`src/rtl/instr_fetch_unit.sv`:
```
// -----------------------------------------------------------------------------
// instr_fetch_unit
// Fetch and PC-sequencing stage of the single-cycle MIPS core. Holds the PC,
// fetches the word at PC over a request/ready handshake, presents it to decode
// until execute reports completion, then selects the next PC from the
// sequential, branch, jump and jump-register candidates.
//
// Optional feature macro: RETIRE_CNT_EN (adds the RETIRE_CNT output).
//
// Ports:
//   CLK, RST        clock (rising edge), synchronous active-high reset
//   IMEM_REQ        fetch request to instruction memory (registered)
//   IMEM_ADDR       fetch byte address, equal to PC (registered)
//   IMEM_RDY        memory ready; IMEM_RDATA valid while IMEM_REQ=1
//   IMEM_RDATA      fetched instruction word
//   INSTR           registered instruction presented to decode
//   INSTR_VALID     INSTR valid and stable
//   PC              address of INSTR
//   PC_PLUS4        PC+4 (combinational from the PC register)
//   EXEC_DONE       execute finished INSTR; redirect inputs valid
//   BRANCH_TAKEN    conditional branch taken
//   SIGN_IMM        sign-extended branch offset (words)
//   JUMP            J/JAL, target from INSTR[25:0]
//   JR, JR_TARGET   jump-register and its target
//   MISALIGN        sticky: a JR target had nonzero bits [1:0]
//   RETIRE_CNT      retired-instruction count (only with RETIRE_CNT_EN)
// -----------------------------------------------------------------------------
module instr_fetch_unit #(
  parameter int                DATA_W   = 32,
  parameter logic [DATA_W-1:0] RESET_PC = 32'h0040_0000
) (
  input  logic              CLK,
  input  logic              RST,
  output logic              IMEM_REQ,
  output logic [DATA_W-1:0] IMEM_ADDR,
  input  logic              IMEM_RDY,
  input  logic [DATA_W-1:0] IMEM_RDATA,
  output logic [DATA_W-1:0] INSTR,
  output logic              INSTR_VALID,
  output logic [DATA_W-1:0] PC,
  output logic [DATA_W-1:0] PC_PLUS4,
  input  logic              EXEC_DONE,
  input  logic              BRANCH_TAKEN,
  input  logic [DATA_W-1:0] SIGN_IMM,
  input  logic              JUMP,
  input  logic              JR,
  input  logic [DATA_W-1:0] JR_TARGET,
`ifdef RETIRE_CNT_EN
  output logic              MISALIGN,
  output logic [DATA_W-1:0] RETIRE_CNT
`else
  output logic              MISALIGN
`endif
);

  // state | meaning
  // IDLE  | one cycle after reset release, no request
  // FETCH | request outstanding at PC, waiting for IMEM_RDY
  // ISSUE | INSTR valid for decode, waiting for EXEC_DONE
  typedef enum logic [1:0] {
    S_IDLE  = 2'd0,
    S_FETCH = 2'd1,
    S_ISSUE = 2'd2
  } state_t;

  state_t            state_q, state_d;
  logic [DATA_W-1:0] pc_q, pc_d;
  logic [DATA_W-1:0] instr_q, instr_d;
  logic              req_q, req_d;
  logic              valid_q, valid_d;
  logic              mis_q, mis_d;

  logic [DATA_W-1:0] pc_plus4;
  logic [DATA_W-1:0] imm_shifted;
  logic [DATA_W-1:0] next_pc;
  logic              retire;

  assign pc_plus4    = pc_q + DATA_W'(4);
  assign imm_shifted = SIGN_IMM << 2;

  // Redirect priority: JR > JUMP > taken branch > sequential.
  always_comb begin
    next_pc = pc_plus4;
    if (JR) begin
      next_pc = {JR_TARGET[DATA_W-1:2], 2'b00};
    end else if (JUMP) begin
      next_pc = {pc_plus4[DATA_W-1:28], instr_q[25:0], 2'b00};
    end else if (BRANCH_TAKEN) begin
      next_pc = pc_plus4 + imm_shifted;
    end
  end

  always_comb begin
    state_d = state_q;
    pc_d    = pc_q;
    instr_d = instr_q;
    req_d   = req_q;
    valid_d = valid_q;
    mis_d   = mis_q;
    retire  = 1'b0;
    unique case (state_q)
      S_IDLE: begin
        state_d = S_FETCH;
        req_d   = 1'b1;
      end
      S_FETCH: begin
        if (IMEM_RDY) begin
          instr_d = IMEM_RDATA;
          req_d   = 1'b0;
          valid_d = 1'b1;
          state_d = S_ISSUE;
        end
      end
      S_ISSUE: begin
        if (EXEC_DONE) begin
          retire  = 1'b1;
          pc_d    = next_pc;
          valid_d = 1'b0;
          req_d   = 1'b1;
          state_d = S_FETCH;
          if (JR && (JR_TARGET[1:0] != 2'b00)) begin
            mis_d = 1'b1;
          end
        end
      end
      default: begin
        state_d = S_IDLE;
        req_d   = 1'b0;
        valid_d = 1'b0;
      end
    endcase
  end

  // Reset has priority, so an IMEM_RDY in the reset cycle is discarded.
  always_ff @(posedge CLK) begin
    if (RST) begin
      state_q <= S_IDLE;
      pc_q    <= RESET_PC;
      instr_q <= '0;
      req_q   <= 1'b0;
      valid_q <= 1'b0;
      mis_q   <= 1'b0;
    end else begin
      state_q <= state_d;
      pc_q    <= pc_d;
      instr_q <= instr_d;
      req_q   <= req_d;
      valid_q <= valid_d;
      mis_q   <= mis_d;
    end
  end

`ifdef RETIRE_CNT_EN
  logic [DATA_W-1:0] retire_cnt_q, retire_cnt_d;

  assign retire_cnt_d = retire ? retire_cnt_q + DATA_W'(1) : retire_cnt_q;

  always_ff @(posedge CLK) begin
    if (RST) begin
      retire_cnt_q <= '0;
    end else begin
      retire_cnt_q <= retire_cnt_d;
    end
  end

  assign RETIRE_CNT = retire_cnt_q;
`else
  logic unused_retire;
  assign unused_retire = retire;
`endif

  // The fetch address is the PC register itself; it cannot move while a
  // request is pending because the PC only changes in ISSUE.
  assign IMEM_REQ    = req_q;
  assign IMEM_ADDR   = pc_q;
  assign INSTR       = instr_q;
  assign INSTR_VALID = valid_q;
  assign PC          = pc_q;
  assign PC_PLUS4    = pc_plus4;
  assign MISALIGN    = mis_q;

endmodule

```
`config.mk`:
```
export PLATFORM = sky130hd
export DESIGN_NAME = instr_fetch_unit
export DESIGN_NICKNAME = d
export VERILOG_FILES = /design/src/rtl/instr_fetch_unit.sv
export SDC_FILE = /design/constraint.sdc
export NUM_CORES = 1
export LEC_CHECK = 0
export ABC_AREA = 1
export CAP_MARGIN = 20
export CORE_MARGIN = 3
export CORE_UTILIZATION = 38
export DETAILED_ROUTE_END_ITERATION = 10
export PLACE_DENSITY = 0.73
export SYNTH_ARGS = -nofsm -noshare
export SYNTH_HDL_FRONTEND = slang
export SYNTH_SLANG_ARGS = --single-unit
```
`constraint.sdc`:
```
create_clock -name CLK -period 2.71 [get_ports CLK]
set_input_delay 0.813 -clock CLK [delete_from_list [all_inputs] [get_ports CLK]]
set_output_delay 0.813 -clock CLK [all_outputs]
set_load 0.02 [all_outputs]
```
==> results_dict.tcl <==
set metrics [dict create \
    status "finished, violations left" \
    violations "negative setup slack" \
    netlist_top_cells_area "dfxtp_1 21%, nand2_1 19%, nor2_1 11%" \
    place_area_sq_mm 0.00991 \
    min_path_type "flop to flop" \
    synth_seq_cells 66 \
    crit_path_start "IMEM_ADDR[6]" \
    synth.yosys.seq_area_share_pct 20.5 \
    numPlacedInstances 1651 \
    hold_viol_final 0 \
    multi_input_area_sq_mm 0.00553 \
    r2r_slack_ns -0.22 \
    post-route-util_pct 73.3 \
    cts_buffers 9 \
    synth_cell_types 42 \
    start_util_pct 39.6 \
    grt_pass1_wl_microns 43100 \
    arrival_ns 3.19 \
    h-tree-depth 3 \
    routed_wl_microns 31600 \
    ys_async_sr_fraction_pct 0 \
    r2r_cells 21 \
    hold_path_end "MISALIGN" \
    setup_slack_ns -0.216 \
    synthCells 1109 \
    hold_start "MISALIGN" \
    seq_area_sq_mm 0.00137 \
    grtUsageMet3_pct 5.44 \
    path_class "flop to flop" \
    dieArea_sq_mm 0.0185 \
    worst_path_max_delay_cell "dfxtp_2" \
    clk_path_buf_depth 2 \
    power_density_mw_per_mm2 282 \
    area_delta_synth_final_pct 85.0 \
    final_nets 1632 \
    first_pass_iters 8 \
    clock-sinks 66 \
    maxCapViolations 0 \
    die_w_microns 136 \
    drc 0 \
    finalMaxSlewViolations 0 \
    yosys_warnings 0 \
    clk_pin_slew_worst_paths_ns 0.07 \
    met2_usage_pct 51.4 \
    final_cells 1713 \
    io_buffers 225 \
    synthFlopType "dfxtp_1" \
    top_usage_layer "met2" \
    layout-drive-gt1-share_pct 35.0 \
    cts-root-buf "clkbuf_16" \
    wl_per_cell_microns 18.4 \
    clock_latency_ns 0.34 \
    core_sq_mm 0.0162 \
    max_stage_delay_ns 0.34 \
    dp_hpwl_microns 20900 \
    overflow 0 \
    rows 46 \
    yosysMostFrequentCell "nand2_1" \
    rsz0062_at_grt "yes" \
    final_area_sq_mm 0.0119 \
    r2r-start "IMEM_ADDR[6]" \
    reg2reg_to "IMEM_ADDR[29]" \
    gp_congestion 0.973 \
    worstPathCellList "buf_4 > nand2_2 > nor2_4 > nand2_2 > buf_6 > nor2_4 > or2_4 > nand2_4 > inv_4 > ha_4 > nand2_1 > nand2_1 > o21bai_1 > nand3b_1 > nand2_1 > nand2_1 > nand2_1 > nand3_1 > nand2_1 > nand2_1 > a21oi_1" \
    synth_edf_count 0 \
    finalSetupViolations 29 \
    vias 9293 \
    use_met1_pct 36.5 \
    die_h_microns 136 \
    n_antenna_cell 0 \
    start_kind "flop" \
    ys_top_cells_by_count "324 x nand2_1, 180 x nor2_1, 133 x inv_1" \
    grt_pass1_vias 8626 \
    ir_drop_v 0.000370 \
    yosysTopAreaCellShare_pct 20.5 \
    hold_depth 2 \
    routed_via_density 5.42 \
    yosys.area.top_type "dfxtp_1" \
    min_period_ns 2.93 \
    cts_tree "yes" \
    clock_skew_ns 0.0120 \
    end_kind "flop" \
    critPathMaxFanout 4 \
    p_leak_nw 5.67 \
    ant_nets 0 \
    grt_usage_pct 29.3 \
    max_freq_mhz 342 \
    cp_common_cell "nand2_1" \
    io_pins 234 \
    min_period_over_period_pct 108 \
    worst_ep_required_time_ns 2.97 \
    syn_area_per_cell_sq_um 5.80 \
    netlist_area_sq_mm 0.00643 \
    antenna_found_initial 0 \
    drt_iter0_markers 822 \
    grt_max_degree 37 \
    fill_cells 1193 \
]
-- where the power goes --
part	internal, mW	switching, mW
Clock	0.749	0.491
Sequential	1.01	0.0427
Combinational	0.502	0.557
Total	2.26	1.09
-- worst max-delay path: cells and delay by family, from the launching register on --
family	cells	cell delay, ns
adders and majority gates	1	0.25
buffers and inverters	3	0.28
and+or+nand+nor	15	1.67
AOI/OAI and AO/OA	2	0.31
DFF	1	0.34
-- metal layers --
metal	up-vias	wire, microns
met1	4301	11700
met2	572	15100
met4	0	1740
li1	4261	-
met5	-	0
met3	159	3070
-- worst max path at each step --
stage	end	slack, ns	cells after the start
after global routing	IMEM_ADDR[29]	-0.32	21
after global placement	IMEM_ADDR[12]	-0.38	14
final	IMEM_ADDR[29]	-0.22	21
after detailed placement	IMEM_ADDR[12]	-0.41	14
after floorplan	IMEM_ADDR[22]	0.02	18
after CTS	PC_PLUS4[19]	-0.11	10
-- final cells by class --
type                    instances  area share, %
flip-flops and latches         66           11.5
repair buffers                433           32.7
clock buffers                  10           2.01
well taps                     216           2.27
multi-input cells             846           46.5
clock inverters                 6          0.621
inverters                     136           4.41
-- stage by stage --
stage | TNS (ns) | power (mW) | hold slack (ns) | setup WS [ns]
finish | -3.48 | 3.35 | 0.452 | -0.216
global route | -6.10 | 3.46 | 0.471 | -0.322
global placement | -7.41 | 1.94 | 0.438 | -0.378
CTS | -0.515 | 3.26 | 0.453 | -0.109
floorplan | 0 | 1.50 | 0.459 | 0.0227
detailed placement | -8.80 | 1.95 | 0.444 | -0.406
-- registers in the layout, summed over array words and instances (netlist names) --
register,cells
INSTR_VALID,1
INSTR,32
MISALIGN,1
state_q,1
IMEM_ADDR,30
IMEM_REQ,1
-- kinds of logic after synthesis --
family / count (synthesis) / share of synthesized area [%]
xor+xnor: 17 / 2.55
simple gates: 618 / 39.9
buf+inv: 202 / 15.0
fa+ha+maj: 37 / 7.32
flops: 66 / 20.5
other cells: 1 / 0.0583
compound gates: 168 / 14.6
-- what timing repair did --
action / in CTS / in global routing
hold buffers: 0 / 0
pin swaps: 61 / 55
endpoints found under the setup margin: 49 / 47
setup buffers: 27 / 20
gates resized for setup: 284 / 168
-- layout by cell type (no fill, tap or decap), types with 4 or more instances in the layout --
| cell | n |
|---|---|
| nor2_4 | 27 |
| and2_4 | 4 |
| clkdlybuf4s50_1 | 196 |
| xor2_4 | 8 |
| clkbuf_16 | 9 |
| ha_1 | 7 |
| nor2_2 | 23 |
| conb_1 | 6 |
| nor3_4 | 5 |
| a21oi_4 | 6 |
| o21bai_1 | 5 |
| nand2_1 | 258 |
| a21oi_2 | 17 |
| buf_6 | 31 |
| buf_2 | 8 |
| inv_4 | 5 |
| a21oi_1 | 60 |
| dfxtp_4 | 10 |
| a21o_1 | 4 |
| nand3b_1 | 6 |
| nand2_4 | 21 |
| inv_2 | 18 |
| nand3_1 | 47 |
| dfxtp_1 | 46 |
| o211ai_1 | 8 |
| o221ai_1 | 5 |
| xor2_2 | 4 |
| dfxtp_2 | 10 |
| nor2_1 | 138 |
| buf_4 | 191 |
| ha_4 | 29 |
| o21ai_1 | 9 |
| inv_1 | 112 |
| nand3_2 | 19 |
| nand4_1 | 6 |
| o21ai_0 | 43 |
| nand2_2 | 51 |
(Power assumes the default switching activity.)
